[config.mk]
export PLATFORM = sky130hd
export DESIGN_NAME = com_bus_arbiter
export DESIGN_NICKNAME = d
export VERILOG_FILES = /design/src/rtl/com_bus_pkg.sv /design/src/rtl/com_bus_arbiter_rr_pick.sv /design/src/rtl/com_bus_arbiter.sv
export SDC_FILE = /design/constraint.sdc
export NUM_CORES = 1
export LEC_CHECK = 0
export BUFFER_PORTS_ARGS = -buffer_cell sky130_fd_sc_hd__buf_4
export CAP_MARGIN = 20
export CORE_UTILIZATION = 45
export DETAILED_ROUTE_END_ITERATION = 8
export PLACE_DENSITY = 0.74
export SLEW_MARGIN = 10
export SYNTH_ARGS = -nofsm -noshare
export SYNTH_HDL_FRONTEND = slang
export SYNTH_SLANG_ARGS = --single-unit
export TNS_END_PERCENT = 20
[constraint.sdc]
create_clock -name clk -period 3.9 [get_ports clk]
set_input_delay 0.39 -clock clk [delete_from_list [all_inputs] [get_ports clk]]
set_output_delay 0.39 -clock clk [all_outputs]
set_load 0.005 [all_outputs]
[src/rtl/com_bus_pkg.sv]
// com_bus_pkg: shared arbiter states and bus sizing constants
package com_bus_pkg;
   localparam int NUM_PORTS = 8;
   localparam int NUM_SNOOP = 4;
   localparam int IDX_W = $clog2(NUM_PORTS);
   typedef enum logic [1:0] {IDLE, P_GNT, S_GNT, M_GNT} arb_state_t;
endpackage

[src/rtl/com_bus_arbiter_rr_pick.sv]
// rr_pick: combinational round-robin picker, first set bit at or above ptr with wrap
module rr_pick #(
   parameter int N = 8,
   parameter int W = $clog2(N)
) (
   input  logic [N-1:0] req,
   input  logic [W-1:0] ptr,
   output logic [N-1:0] gnt,
   output logic [W-1:0] idx
);
   always_comb begin
      idx = '0;
      for (int k = N - 1; k >= 0; k--)
         if (req[(int'(ptr) + k) % N]) idx = W'((int'(ptr) + k) % N);
      gnt = |req ? (N'(1) << idx) : '0;
   end
endmodule

[src/rtl/com_bus_arbiter.sv]
// com_bus_arbiter: common-bus request/grant arbiter; ARB_TIMEOUT_EN adds a sticky hold watchdog (arb_timeout)
module com_bus_arbiter
   import com_bus_pkg::*;
#(
   parameter int NUM_PORTS = com_bus_pkg::NUM_PORTS,
   parameter int NUM_SNOOP = com_bus_pkg::NUM_SNOOP,
   parameter int TIMEOUT_CYCLES = 256,
   parameter int W = $clog2(NUM_PORTS)
) (
   input  logic                 clk,
   input  logic                 rst,
   input  logic [NUM_PORTS-1:0] Com_Bus_Req_proc,
   output logic [NUM_PORTS-1:0] Com_Bus_Gnt_proc,
   input  logic [NUM_PORTS-1:0] Com_Bus_Req_snoop,
   output logic [NUM_PORTS-1:0] Com_Bus_Gnt_snoop,
   input  logic                 Mem_snoop_req,
   output logic                 Mem_snoop_gnt,
   output logic [W-1:0]         bus_owner,
`ifdef ARB_TIMEOUT_EN
   output logic                 arb_timeout,
`endif
   output logic                 bus_busy
);
   localparam logic [NUM_PORTS-1:0] SNOOP_MASK = NUM_PORTS'((1 << NUM_SNOOP) - 1);
   arb_state_t state, state_n;
   logic [W-1:0] ptr, ptr_n, owner_n, pick_idx;
   logic [NUM_PORTS-1:0] pick_gnt, gp_n, gs_n, snoop_v;
   logic mg_n;
   rr_pick #(.N(NUM_PORTS), .W(W)) u_pick (
      .req(Com_Bus_Req_proc),
      .ptr(ptr),
      .gnt(pick_gnt),
      .idx(pick_idx)
   );
   always_comb begin
      state_n = state;
      ptr_n = ptr;
      owner_n = bus_owner;
      gp_n = Com_Bus_Gnt_proc;
      gs_n = Com_Bus_Gnt_snoop;
      mg_n = Mem_snoop_gnt;
      snoop_v = Com_Bus_Req_snoop & SNOOP_MASK & ~(NUM_PORTS'(1) << bus_owner);
      case (state)
         IDLE:
            if (|Com_Bus_Req_proc) begin
               state_n = P_GNT;
               owner_n = pick_idx;
               gp_n = pick_gnt;
            end
         P_GNT:
            if (!Com_Bus_Req_proc[bus_owner]) begin
               state_n = IDLE;
               gp_n = '0;
               ptr_n = (bus_owner == W'(NUM_PORTS - 1)) ? '0 : bus_owner + 1'b1;
            end else if (|snoop_v) begin
               state_n = S_GNT;
               gs_n = snoop_v & (~snoop_v + 1'b1);
            end else if (Mem_snoop_req) begin
               state_n = M_GNT;
               mg_n = 1'b1;
            end
         S_GNT:
            if (!(|(Com_Bus_Gnt_snoop & Com_Bus_Req_snoop))) begin
               state_n = P_GNT;
               gs_n = '0;
            end
         M_GNT:
            if (!Mem_snoop_req) begin
               state_n = P_GNT;
               mg_n = 1'b0;
            end
         default: state_n = IDLE;
      endcase
   end
   always_ff @(posedge clk) begin
      if (rst) begin
         state <= IDLE;
         ptr <= '0;
         bus_owner <= '0;
         Com_Bus_Gnt_proc <= '0;
         Com_Bus_Gnt_snoop <= '0;
         Mem_snoop_gnt <= 1'b0;
         bus_busy <= 1'b0;
      end else begin
         state <= state_n;
         ptr <= ptr_n;
         bus_owner <= owner_n;
         Com_Bus_Gnt_proc <= gp_n;
         Com_Bus_Gnt_snoop <= gs_n;
         Mem_snoop_gnt <= mg_n;
         bus_busy <= |gp_n;
      end
   end
`ifdef ARB_TIMEOUT_EN
   localparam int CW = $clog2(TIMEOUT_CYCLES + 1);
   logic [CW-1:0] hold_cnt;
   logic chg;
   assign chg = {gp_n, gs_n, mg_n} != {Com_Bus_Gnt_proc, Com_Bus_Gnt_snoop, Mem_snoop_gnt};
   always_ff @(posedge clk) begin
      if (rst) begin
         hold_cnt <= '0;
         arb_timeout <= 1'b0;
      end else begin
         hold_cnt <= chg ? '0 : (bus_busy && hold_cnt != CW'(TIMEOUT_CYCLES)) ? hold_cnt + 1'b1 : hold_cnt;
         arb_timeout <= arb_timeout | (hold_cnt == CW'(TIMEOUT_CYCLES));
      end
   end
`endif
endmodule

==> results.yml, run 1 <==
run_status:
  outcome: "finished clean"
worst_setup_path:
  endpoint_kind: "flip-flop"
  reg2regPathDepth: 9
  rrSetupSlack_ps: 870
  crit_required_ps: 4070
  start_kind: "flip-flop"
  r2r-end: "Com_Bus_Gnt_proc[2]$_SDFF_PP0_"
  worstPathMaxFanout: 12
  worstSetupEndpoint: "Com_Bus_Gnt_proc[2]$_SDFF_PP0_"
  critical_path_arrival_ps: 3200
  setup.worst_path.class: "reg -> reg"
  crit_path_start: "ptr[0]$_SDFFE_PP0P_"
  reg2reg_from: "ptr[0]$_SDFFE_PP0P_"
final_layout:
  multi_input_area_um2: 1500
  drive_gt1_share_pct: 24.42
  diodes: 0
  regArea_um2: 440.4
  nNetsFinal: 286
  syn2layout_area_growth_pct: 13.91
  nFillCells: 408
floorplanning:
  rows: 24
  die_area_um2: 4914
  io_pins: 40
  die_w_um: 70.10
  core_um2: 4414
  dieHeight_um: 70.10
  start_util_pct: 47.28
synth:
  syn_inst: 238
  yosysSeqAreaShare_pct: 21.10
  synth_compound_area_share_pct: 23.68
  synth_cell_types: 54
  synth_mux_area_share_pct: 25.96
  synth_edf_count: 0
  synthFlopType: "dfxtp_1"
  synth_xor_area_share_pct: 1.619
  synth_warnings: 0
  synth_fa_ha_area_share_pct: 4.796
  synth_seq_cells: 22
  async_reset_ff_share_pct: 0
  yosys.area_share.simple_pct: 15.11
  synth_top_family_by_area: "multiplexers"
  avgSynthCellArea_um2: 8.769
  synth_area_um2: 2087
placed_design:
  post-place-ws_ps: 873.6
  port_buffers: 31
  dp_hpwl_um: 3544
  routabilityCongestion: 0.8618
cts:
  clk_pin_slew_ps: 80
  ctsHoldBuffers: 0
  cts-root-buf: "clkbuf_8"
  ctsResizeCount: 0
  tritoncts: "done"
  numCtsBuffers: 3
  htreeDepth: 1
  clock-sinks: 22
  cts_buffer_depth: 2
  post_cts_buffers: 0
  insertion_delay_ps: 260
route:
  first_pass_iters: 4
  viasPerCell: 6.265
  vias: 1942
  drc: 0
  drtIter0Drc: 128
  ant_nets: 0
  totalWireLength_um: 4907
  detail_route.wl_per_cell_um: 15.83
worst_hold_path:
  worst_hold_path_type: "in -> reg"
  hold_depth: 2
power:
  leakagePower_nw: 0.9297
  irDropWorstVdd_v: 0.0003553
  powerDensity_nw_per_um2: 452.6
  power_mw: 1.076
sta:
  min_period_over_period_pct: 77.66
  fmax_ghz: 0.3302
  hold_viol: 0
  worstMarginPinSlew_ps: 936.0
  setup_viol: 0
  rsz0062_at_grt: "no"
  setup_tns_ps: 0
  min_period_ps: 3029
  slew_headroom_pct: 37.52
  whs_ps: 417.8
  drv_slew: 0
  fin_worst_skew_ps: 4.812
  finalWorstSetupSlack_ps: 871.3
global_route:
  grt_pass1_vias: 1784
  grt_pass1_wl_um: 8349
  grt_max_degree: 25
  track_usage_pct: 20.50
  grt_overflow: 0
  antenna_found_initial: 0
flow_run:
  maxCapViolations: 0
cell usage in the layout, fill, tap and decap left out, drive strengths merged, types with 2 or more instances in the layout:
cell,count
nor4,4
nand2b,5
o211ai,6
nor2,13
a21oi,14
clkbuf,3
a311oi,2
mux2i,9
and2,3
o31ai,5
nand4,2
nand3,3
o21ai,14
a21o,2
a211oi,2
or3,2
a221oi,6
conb,4
o21a,2
mux4,16
ha,8
o221ai,2
mux2,7
xnor2,2
nand4b,2
nor3,2
buf,33
a31oi,4
nand2,28
dfxtp,22
inv,14
a22oi,2
a21boi,3
critical path, stage by stage, from the launching register on:
cell,delay (ps)
dfxtp_1,330
inv_1,110
ha_1,570
mux2_2,420
mux4_2,520
nand3_1,100
a31oi_1,100
a311oi_2,410
nand2_1,140
o31ai_1,240
cells by family after synthesis:
group,count (synthesis)
compound gates,71
mux,32
fa+ha+maj,8
flops,22
buf+inv,34
xor+xnor,3
simple gates,67
other cells,1
per-layer routing:
layer  routed length (um)  global-route usage, %  up-vias
met2                 2357                  31.20       63
li1                     -                      -      937
met3                  263                  4.185        6
met5                    0                      0        -
met1                 2255                  30.16      936
met4                   31                  4.000        0
cell type report:
class / count / area share, %
multi-input cells: 185 / 63.11
flip-flops and latches: 22 / 18.53
repair buffers: 33 / 10.42
well taps: 52 / 2.737
inverters: 14 / 2.211
clock buffers: 3 / 1.737
clock inverters: 1 / 1.263
power by group:
part	switching [mW]	internal, mW
clock network	0.0757	0.137
registers	0.0365	0.256
logic	0.305	0.266
total	0.417	0.659
registers in the layout (all words and copies together) (netlist names):
signal,cells
ptr,3
Com_Bus_Gnt_snoop,4
bus_owner,3
state,2
Com_Bus_Gnt_proc,8
Mem_snoop_gnt,1
bus_busy,1
stage by stage:
step / util [%] / area (um^2) / std cells
floorplan: - / 2098 / 241
global placement: 52.24 / 2306 / 306
detailed placement: 52.24 / 2306 / 306
CTS: 53.85 / 2377 / 310
global route: 53.85 / 2377 / 310
finish: 53.85 / 2377 / 310
cell usage after synthesis, types with 3 or more instances:
cell	count	area, um^2
and2_1	3	18.77
nand2_1	28	105.1
mux2i_1	8	80.08
o21ai_0	10	50.05
clkbuf_1	8	30.03
a221oi_1	6	52.55
a21oi_1	14	70.07
nor4_1	4	25.02
mux2_2	5	56.30
nand2b_1	5	31.28
buf_4	4	30.03
nand3_1	3	15.01
inv_1	14	52.55
o31ai_1	4	30.03
mux4_2	16	360.4
o21ai_1	4	20.02
o211ai_1	6	45.04
ha_1	8	100.1
buf_2	6	30.03
a31oi_1	4	25.02
nor2_1	13	48.80
dfxtp_1	22	440.4
worst min path at each step:
stage | startpoint | slack (ps) | to
detailed placement | Com_Bus_Gnt_proc[7]$_SDFF_PP0_ | 460 | Com_Bus_Gnt_proc[7]$_SDFF_PP0_
global placement | Com_Bus_Gnt_proc[5]$_SDFF_PP0_ | 460 | Com_Bus_Gnt_proc[5]$_SDFF_PP0_
global route | rst | 420 | bus_owner[2]$_SDFFE_PP0P_
CTS | rst | 410 | Com_Bus_Gnt_snoop[3]$_SDFFE_PP0P_
finish | rst | 420 | bus_owner[2]$_SDFFE_PP0P_
floorplan | Com_Bus_Gnt_proc[4]$_SDFF_PP0_ | 460 | Com_Bus_Gnt_proc[4]$_SDFF_PP0_
No activity file was read; power rests on OpenSTA's default activity.
==> run 2, diff against run 1 <==
Clock period 3.9 ns to 2.95 ns, I/O delays scaled along.
==> run 2 against run 1 <==
  * Clock skew is 2.4 ps lower
  * Power is 33% higher
  * Worst setup slack worse by 710 ps
  * Fmax is 8.7% higher
  * Via count is 0.57% higher
  * Hold slack worse by 110 ps
  * Critical path depth stayed put
  * Utilization is 0.74 points higher
  * Critical endpoint unchanged
  * Global-route usage is 0.55 points higher
==> results.yml, run 2 (same netlist as run 1, synthesis figures left out) <==
run_status:
  outcome: "finished clean"
placed_design:
  routabilityCongestion: 0.8543
  port_buffers: 31
  dpl_cell_area_um2: 2336
  dp_hpwl_um: 3566
route:
  drc: 0
  ant_nets: 0
  drtIter0Drc: 131
  first_pass_iters: 4
  totalWireLength_um: 4995
  vias: 1953
  viasPerCell: 6.220
  detail_route.wl_per_cell_um: 15.91
cts:
  ctsHoldBuffers: 0
  numCtsBuffers: 3
  ctsResizeCount: 0
  htreeDepth: 1
  tritoncts: "done"
  clock-sinks: 22
  insertion_delay_ps: 260
  cts-root-buf: "clkbuf_8"
  clk_pin_slew_ps: 80
  cts_buffer_depth: 2
  post_cts_buffers: 0
sta:
  slew_headroom_pct: 56.88
  fmax_ghz: 0.3589
  fin_worst_skew_ps: 2.446
  hold_viol: 0
  worstMarginPinSlew_ps: 646.7
  min_period_over_period_pct: 94.44
  min_period_ps: 2786
  setup_tns_ps: 0
  setup_viol: 0
  rsz0062_at_grt: "no"
  drv_slew: 0
global_route:
  antenna_found_initial: 0
  grt_max_degree: 20
  track_usage_pct: 21.06
  grt_pass1_wl_um: 8507
  grt_pass1_vias: 1815
  grt_overflow: 0
worst_setup_path:
  cp_slowest_cell: "mux4_2"
  endpoint_kind: "flip-flop"
  setup.worst_path.class: "reg -> reg"
  start_kind: "flip-flop"
  crit_chain: "inv_1 > ha_2 > mux2_2 > mux4_2 > nand3_1 > a31oi_1 > a311oi_2 > nand2_1 > o31ai_1"
  critPathMaxStageDelay_ps: 520
  crit_required_ps: 3130
  critical_path_arrival_ps: 2960
  worstPathMaxFanout: 12
final_layout:
  mostFrequentLayoutCell: "buf_4"
  largest_register: "Com_Bus_Gnt_proc"
  nNetsFinal: 290
  largest_reg_flops: 8
  drive_gt1_share_pct: 25.95
  regArea_um2: 440.4
  design_area_um2: 2410
  diodes: 0
  nFillCells: 408
  multi_input_area_um2: 1503
  syn2layout_area_growth_pct: 15.47
  mostFrequentLayoutCells: "buf_4 (37), nand2_1 (28), dfxtp_1 (22), mux4_2 (16)"
  reg_top3: "Com_Bus_Gnt_proc x8, Com_Bus_Gnt_snoop x4"
worst_hold_path:
  worst_hold_path_type: "in -> reg"
floorplanning:
  die_w_um: 70.10
  io_pins: 40
  start_util_pct: 47.28
  die_area_um2: 4914
  dieHeight_um: 70.10
  core_um2: 4414
  rows: 24
power:
  power_mw: 1.431
  powerDensity_nw_per_um2: 593.7
  irDropWorstVdd_v: 0.0003017
  leakagePower_nw: 0.9480
flow_run:
  maxCapViolations: 0
==> run 2: worst max-delay path: cells and delay by family, from the launching register on <==
kind | cells | cell delay, ps
flops | 1 | 330
fa+ha+maj | 1 | 490
compound gates | 3 | 680
mux | 2 | 920
simple gates | 2 | 230
buf+inv | 1 | 60
==> run 2: power breakdown <==
part | total (mW) | internal, mW | switching [mW]
Clock | 0.280 | 0.181 | 0.0985
Sequential | 0.386 | 0.338 | 0.0481
Combinational | 0.765 | 0.361 | 0.404
==> run 2: path summary, 6_finish.rpt <==
check | slack, ps | end | depth (start not counted) | from
worst max-delay path | 160 | Com_Bus_Gnt_proc[2]$_SDFF_PP0_ | 9 | ptr[1]$_SDFFE_PP0P_
worst min-delay path | 310 | bus_busy$_SDFF_PP0_ | 2 | rst
worst max register to register | 160 | Com_Bus_Gnt_proc[2]$_SDFF_PP0_ | 9 | ptr[1]$_SDFFE_PP0P_
worst min register to register | 460 | Com_Bus_Gnt_proc[5]$_SDFF_PP0_ | 2 | Com_Bus_Gnt_proc[5]$_SDFF_PP0_
==> run 2: final cells by class <==
class	count	share of cell area, %
Timing Repair Buffer	37	11.53
Clock inverter	1	1.246
Clock buffer	3	1.713
Tap cell	52	2.700
Inverter	14	2.181
Sequential cell	22	18.28
Multi-Input combinational cell	185	62.36
==> run 2: through the flow <==
step	utilization (%)	cells	hold slack [ps]	worst slack, ps
after CTS	54.54	314	303.7	80.99
after global routing	54.59	314	306.3	9.233
final	54.59	314	312.2	164.0
after global placement	52.92	310	460.2	176.2
after detailed placement	52.92	310	458.8	111.0
after floorplan	-	241	367.1	1.280
==> run 2: metal layers <==
metal  vias to the layer above  wire length [um]  GRT usage (%)
li1                        948                 -              -
met1                       928              2240          29.48
met3                         2               278          3.752
met5                         -                 0              0
met4                         0                10          5.333
met2                        75              2465          33.65
